[src/rtl/if_id_stage.sv]
// IF/ID pipeline register with load-use hazard detection, flush squashing
// and saturating stall/flush performance counters.
module if_id_stage #(
    parameter int CNT_W = 16
) (
    input  logic             clk,
    input  logic             rst,
    input  logic [31:0]      npc_in,
    input  logic [31:0]      instr_in,
    input  logic             flush,
    input  logic             ex_memread,
    input  logic [4:0]       ex_rt,
    output logic             stall,
    output logic             bubble,
    output logic [31:0]      npc_out,
    output logic [31:0]      instr_out,
    output logic             valid_out,
    output logic [4:0]       rs_out,
    output logic [4:0]       rt_out,
    output logic [4:0]       rd_out,
    output logic [31:0]      imm_ext,
    output logic [CNT_W-1:0] stall_cnt,
    output logic [CNT_W-1:0] flush_cnt
);

    logic hazard;

    assign rs_out  = instr_out[25:21];
    assign rt_out  = instr_out[20:16];
    assign rd_out  = instr_out[15:11];
    assign imm_ext = {{16{instr_out[15]}}, instr_out[15:0]};

    // Gating on valid_out keeps a squashed slot from ever holding the pipe.
    assign hazard = valid_out && ex_memread && (ex_rt != 5'd0) &&
                    ((ex_rt == rs_out) || (ex_rt == rt_out));
    assign stall  = hazard && !flush;
    assign bubble = stall;

    always_ff @(posedge clk) begin
        if (rst) begin
            npc_out   <= 32'd0;
            instr_out <= 32'd0;
            valid_out <= 1'b0;
        end else if (flush) begin
            npc_out   <= 32'd0;
            instr_out <= 32'd0;
            valid_out <= 1'b0;
        end else if (!stall) begin
            npc_out   <= npc_in;
            instr_out <= instr_in;
            valid_out <= 1'b1;
        end
    end

    // Counters saturate at all-ones so long runs never wrap back to small values.
    always_ff @(posedge clk) begin
        if (rst) begin
            stall_cnt <= '0;
            flush_cnt <= '0;
        end else begin
            if (stall && (stall_cnt != '1))
                stall_cnt <= stall_cnt + CNT_W'(1);
            if (flush && (flush_cnt != '1))
                flush_cnt <= flush_cnt + CNT_W'(1);
        end
    end

endmodule
[config.mk]
export PLATFORM = sky130hd
export DESIGN_NAME = if_id_stage
export DESIGN_NICKNAME = d
export VERILOG_FILES = /design/src/rtl/if_id_stage.sv
export SDC_FILE = /design/constraint.sdc
export NUM_CORES = 1
export LEC_CHECK = 0
export ABC_AREA = 1
export BUFFER_PORTS_ARGS = -buffer_cell sky130_fd_sc_hd__buf_2
export CORE_MARGIN = 4
export CORE_UTILIZATION = 35
export CTS_CLUSTER_DIAMETER = 50
export DETAILED_ROUTE_END_ITERATION = 8
export MAX_ROUTING_LAYER = met4
export PLACE_DENSITY = 0.71
export SYNTH_ARGS = -nofsm -noshare
export SYNTH_HDL_FRONTEND = slang
export SYNTH_SLANG_ARGS = --single-unit
[constraint.sdc]
create_clock -name clk -period 1.67 [get_ports clk]
set_input_delay 0.334 -clock clk [delete_from_list [all_inputs] [get_ports clk]]
set_output_delay 0.334 -clock clk [all_outputs]
set_load 0.05 [all_outputs]
### Word level (Yosys, flattened, before mapping)

Index checks and enable logic that the tools add are counted.

| operators by class | value |
|---|---|
| add/subtract/negate cells | 2 |
| equality and inequality tests | 4 |
| reduce and logical (&&, ||, !) cells | 10 |

Operators by type and width:

| cell | count |
|---|---|
| 16-bit by 1-bit adder with 16-bit output, second input constant | 2 |
| 16-bit != test, second input constant | 2 |
| 5-bit equality test | 2 |
| 1-bit logical AND | 6 |
| 5-bit nonzero test | 1 |
| 2-bit OR reduction | 1 |
| 1-bit zero test | 1 |
| 1-bit logical OR | 1 |

| storage, ports and cells | value |
|---|---|
| register bits after elaboration | 97 |
| input bits | 73 |
| output and inout port bits | 146 |
| logic and storage cells | 21 |

### Logic depth before layout (Yosys ltp)

| depth | value |
|---|---|
| depth in word-level cells | 5 |
| depth in mapped cells | 12 |
| gate-level depth less buffers | 10 |

### Worst setup path before layout

No wires, ideal clock.

| timing | value |
|---|---|
| path kind | reg2out |
| start | register instr_out[19] |
| end | output port stall |
| arrival | 1.876 ns |
| data required time | 1.336 ns |
| setup slack | -0.540 ns |
| stages on the path, launching flop included | 11 |
| buffers on the path | 2 |
| cell sequence | dfxtp_1 -> inv_1 -> nand2_1 -> nand2_1 -> nor2_1 -> nand3_1 -> nand2_2 -> nand2_2 -> clkinv_2 -> buf_2 -> buf_4 |

| between the ends | value |
|---|---|
| word-level cells in the longest chain between the ends | 4 |

Ends and longest elaborated chain:

| what | RTL line | source |
|---|---|---|
| start: declaration | 16 | `output logic [31:0] instr_out,` |
| start signal: assignment | 50 | `instr_out <= instr_in;` |
| 5-bit equality test | 35 | `((ex_rt == rs_out) \|\| (ex_rt == rt_out));` |
| 1-bit logical OR | 35 |  |
| 1-bit logical AND | 34 | `assign hazard = valid_out && ex_memread && (ex_rt != 5'd0) &&` |
| 1-bit logical AND | 36 | `assign stall = hazard && !flush;` |
| end: declaration | 13 | `output logic stall,` |

No other way between the ends.

### Worst setup path in the final report

| timing | value |
|---|---|
| start | register instr_out[16] |
| end | output port bubble |

| between the ends | value |
|---|---|
| word-level cells in the longest chain between the ends | 4 |

Ends and longest elaborated chain:

| what | RTL line | source |
|---|---|---|
| 5-bit equality test | 35 |  |
| 1-bit logical OR | 35 |  |
| 1-bit logical AND | 34 |  |
| 1-bit logical AND | 36 |  |
| end: declaration | 14 | `output logic bubble,` |

No other way between the ends.

==> flow_summary_export.csv <==
group,metric,value,unit
sta,fin_tns_setup,-0.239,ns
yosys,synth_seq_area_share,0.411,
place,io_buffers,218,
pwr,clkPwrFrac,0.382,
route,detail-route-antenna-nets,0,
sta,setup_ws,-0.121,ns
sta,skew,0.00968,ns
sta,setup_viol,2,
layout,nets,937,
yosys,syn_nets,747,
route,num_vias,4769,
sta,fmax,558,MHz
critical_path,crit_buf_inv,2,
pwr,p_leak,3.09,nW
layout,multiInputGateArea,2080,um2
pwr,p_comb_frac,0.166,
route,vias_per_cell,4.57,
global_route,grt_max_degree,59,
critical_path,cp.required,1.34,ns
route,met2WireLength,6590,um
layout,instances_no_fill,1043,
status,violations,"setup timing",
critical_path,rrSetupSlack,0.10,ns
floorplan,core_area,13200,um2
pwr,vdd_drop_max,0.788,mV
cts,hold_buffers,0,
critical_path,cp_common_cell,"nor2_1",
cts,cts_tree,"built",
yosys,syn_avg_cell_area,7.04,um2
critical_path,ff2ff_path_depth,10,
cts,cts_buffer_depth,2,
layout,seq_area,2010,um2
job,max_cap_viol_count,0,
pwr,internal_power,0.00368,W
critical_path,crit_slowest_cell,"dfxtp_4",
layout,postLayoutCoreUtil,0.477,
sta,rsz0062_at_grt,"yes",
sta,final-max-slew-violation-count,0,
global_route,grt_pass1_wl,22300,um
route,drc_errors,0,
pwr,cellPowerDensity,848,nW/um2
cts,cts_max_level,3,
critical_path,crit_path_start,"instr_out[16]",
pwr,seqPwrFrac,0.452,
global_route,grt_pass1_vias,4494,
critical_path,cp_max_fo,4,
floorplan,io_pins,219,
cts,clkSinkCount,97,
sta,hold_viol_final,0,
cts,root_buffer,"clkbuf_16",
route,top_layer,"met4",
pwr,power_switching,0.00168,W
place,placed_cells,1012,
critical_path,cp.arrival,1.46,ns
layout,fill_cells,1368,
floorplan,die_w,124,um
cts,clk_pin_slew,0.08,ns
pwr,p_sw_frac,0.313,
worst_hold_path,hold_path_class,"primary input to flop",
global_route,antenna_found_initial,0,
yosys,synth_top_area_frac,0.411,
worst_hold_path,hold_path_depth,3,
yosys,yosys_warnings,0,
layout,area_delta_synth_final,33.7,%
route,route.met3.wl,845,um
critical_path,start_kind,"flop",
cts,clkLatencyLatePin,0.35,ns
floorplan,dieArea,15400,um2
layout,diodes,0,
yosys,post_synth_num_cell_types,26,
critical_path,cpPeakStageDelay,0.36,ns
yosys,synth_seq_cells,97,
route,dr.first_iter.drc_count,253,
critical_path,critPathTopFamily,"simple AND/OR/NAND/NOR gates",
yosys,synth.area.top_cells,"dfxtp_1 (41%), nor2_1 (14%), nand2_1 (8.0%)",
critical_path,crit_chain,"nor2_4 > nor2_1 > nor2_1 > nand3_1 > nand2_2 > nand2_4 > inv_8 > buf_8",
route,wl_met1,6240,um
sta,fin_crit,1.79,ns
status,status,"complete, but fails checks",
cts,numCtsBuffers,9,
critical_path,cp-end-kind,"output port",
place,gp_congestion,0.886,
route,firstDrtPassIters,5,
route,finalWirelength,13800,um
critical_path,r2r_start,"instr_out[16]",
layout,stdcell_area,6320,um2
worst_hold_path,worstHoldStart,"npc_in[11]",
place,dp_hpwl,9590,um
worst_hold_path,hold_end,"npc_out[11]",
floorplan,start_util,0.357,
global_route,gr-usage-all-layers,0.176,
sta,whs,0.202,ns
yosys,yosys.area.top_type,"dfxtp_1",
yosys,synthesis.area,4730,um2
layout,drive_above_1_share,0.371,
global_route,grt-ovfl-total,0,
route,avgRoutedWirePerCell,13.3,um
sta,maxSlewHeadroom,0.704,
sta,tightest_slew,0.444,ns
floorplan,row_count,42,
critical_path,r2r-end,"npc_out[0]",
yosys,syn_inst,672,
place,dpl-instance-area,5730,um2
floorplan,die_h,124,um
critical_path,path_class,"flop to output port",
sta,post-route-period-util,1.07,
## worst reg2reg max path: stages (launching register included)
cell and delay (ns):
dfxtp_4 0.36, nor2_4 0.10, nor2_1 0.05, nor2_1 0.08
nand3_1 0.09, nand2_2 0.11, nand2_4 0.08, buf_4 0.20
clkbuf_16 0.20, o21ai_1 0.14, nor2_1 0.05
## flip-flops by register name, summed over array words and instances (netlist names)
signal	cells
flush_cnt	16
instr_out	32
npc_out	32
stall_cnt	16
valid_out	1
## area by class of cell
| type | count | area share |
|---|---|---|
| clock buffer | 9 | 0.0356 |
| inverter | 47 | 0.0291 |
| timing repair buffer | 257 | 0.242 |
| sequential | 97 | 0.318 |
| multi-input combinational | 450 | 0.329 |
| clock inverter | 7 | 0.0115 |
| tap | 176 | 0.0348 |
## what timing repair did
item,CTS,global route
cloned,0,4
buffers inserted,11,3
gates resized for setup,11,26
pin swaps,2,3
endpoints found under the setup margin,2,111
## synthesized netlist by cell type
cell	count
buf_4	49
nor3b_1	2
a31oi_1	1
dfxtp_1	97
buf_6	7
clkbuf_1	12
nand4_1	17
clkinv_2	1
nor2_2	2
ha_1	2
nand2_2	2
nand3_1	20
o21ai_1	61
a21oi_1	20
xnor2_1	6
buf_2	4
nand2_1	101
nand3_2	1
o21ai_0	16
buf_8	6
xor2_1	7
nor2_1	180
inv_1	44
inv_2	2
nor3_2	1
nor3_1	11
## worst max-delay path by stage
stage                  end  depth (start not counted)
floorplan            stall                         10
global placement     stall                         10
detailed placement   stall                         10
CTS                 bubble                          9
global route        bubble                          9
finish              bubble                          8
## metal layers
| metal | global-route usage | up-vias |
|---|---|---|
| met5 | - | - |
| met4 | 0.0580 | 0 |
| met3 | 0.0468 | 11 |
| met2 | 0.269 | 158 |
| met1 | 0.226 | 2126 |
| li1 | - | 2474 |
## cell families after synthesis
| logic type | count (synthesis) | synth area share |
|---|---|---|
| adders and majority gates | 2 | 0.00529 |
| and+or+nand+nor | 337 | 0.291 |
| xor gates and xnor gates | 13 | 0.0241 |
| AOI/OAI and AO/OA | 98 | 0.104 |
| DFF | 97 | 0.411 |
| buffers and inverters | 125 | 0.165 |
## power groups by stage
| stage | sequential [W] | combinational (W) | clock [W] |
|---|---|---|---|
| after global routing | 0.00243 | 0.000957 | 0.00221 |
| after detailed placement | 0.00247 | 0.000867 | 0 |
| after CTS | 0.00242 | 0.000884 | 0.00212 |
| final | 0.00242 | 0.000891 | 0.00205 |
| after floorplan | 0.00272 | 0.000418 | 0 |
| after global placement | 0.00247 | 0.000862 | 0 |
## metrics by stage
stage | power, W | worst slack, ns
floorplan | 0.00313 | -0.0173
global placement | 0.00334 | -0.0604
detailed placement | 0.00334 | -0.0889
CTS | 0.00542 | -0.132
global route | 0.00560 | -0.222
finish | 0.00536 | -0.121
## layout by cell type (no fill, tap or decap), types with 2 or more instances in the layout
| cell | count |
|---|---|
| nor2_4 | 3 |
| nand4_1 | 17 |
| buf_6 | 3 |
| nor2_1 | 176 |
| o21ai_0 | 12 |
| inv_8 | 3 |
| buf_12 | 3 |
| a21oi_1 | 20 |
| nand3_1 | 19 |
| clkbuf_16 | 12 |
| nand2_2 | 4 |
| o21ai_1 | 64 |
| nor2_2 | 3 |
| nor3b_1 | 2 |
| dfxtp_2 | 17 |
| inv_2 | 3 |
| dfxtp_1 | 68 |
| inv_1 | 43 |
| inv_6 | 2 |
| buf_2 | 216 |
| xnor2_1 | 6 |
| dfxtp_4 | 12 |
| nand2_1 | 98 |
| buf_4 | 28 |
| nor3_1 | 11 |
| xor2_1 | 7 |
| buf_8 | 3 |
Power figures use the tool's default switching activity.
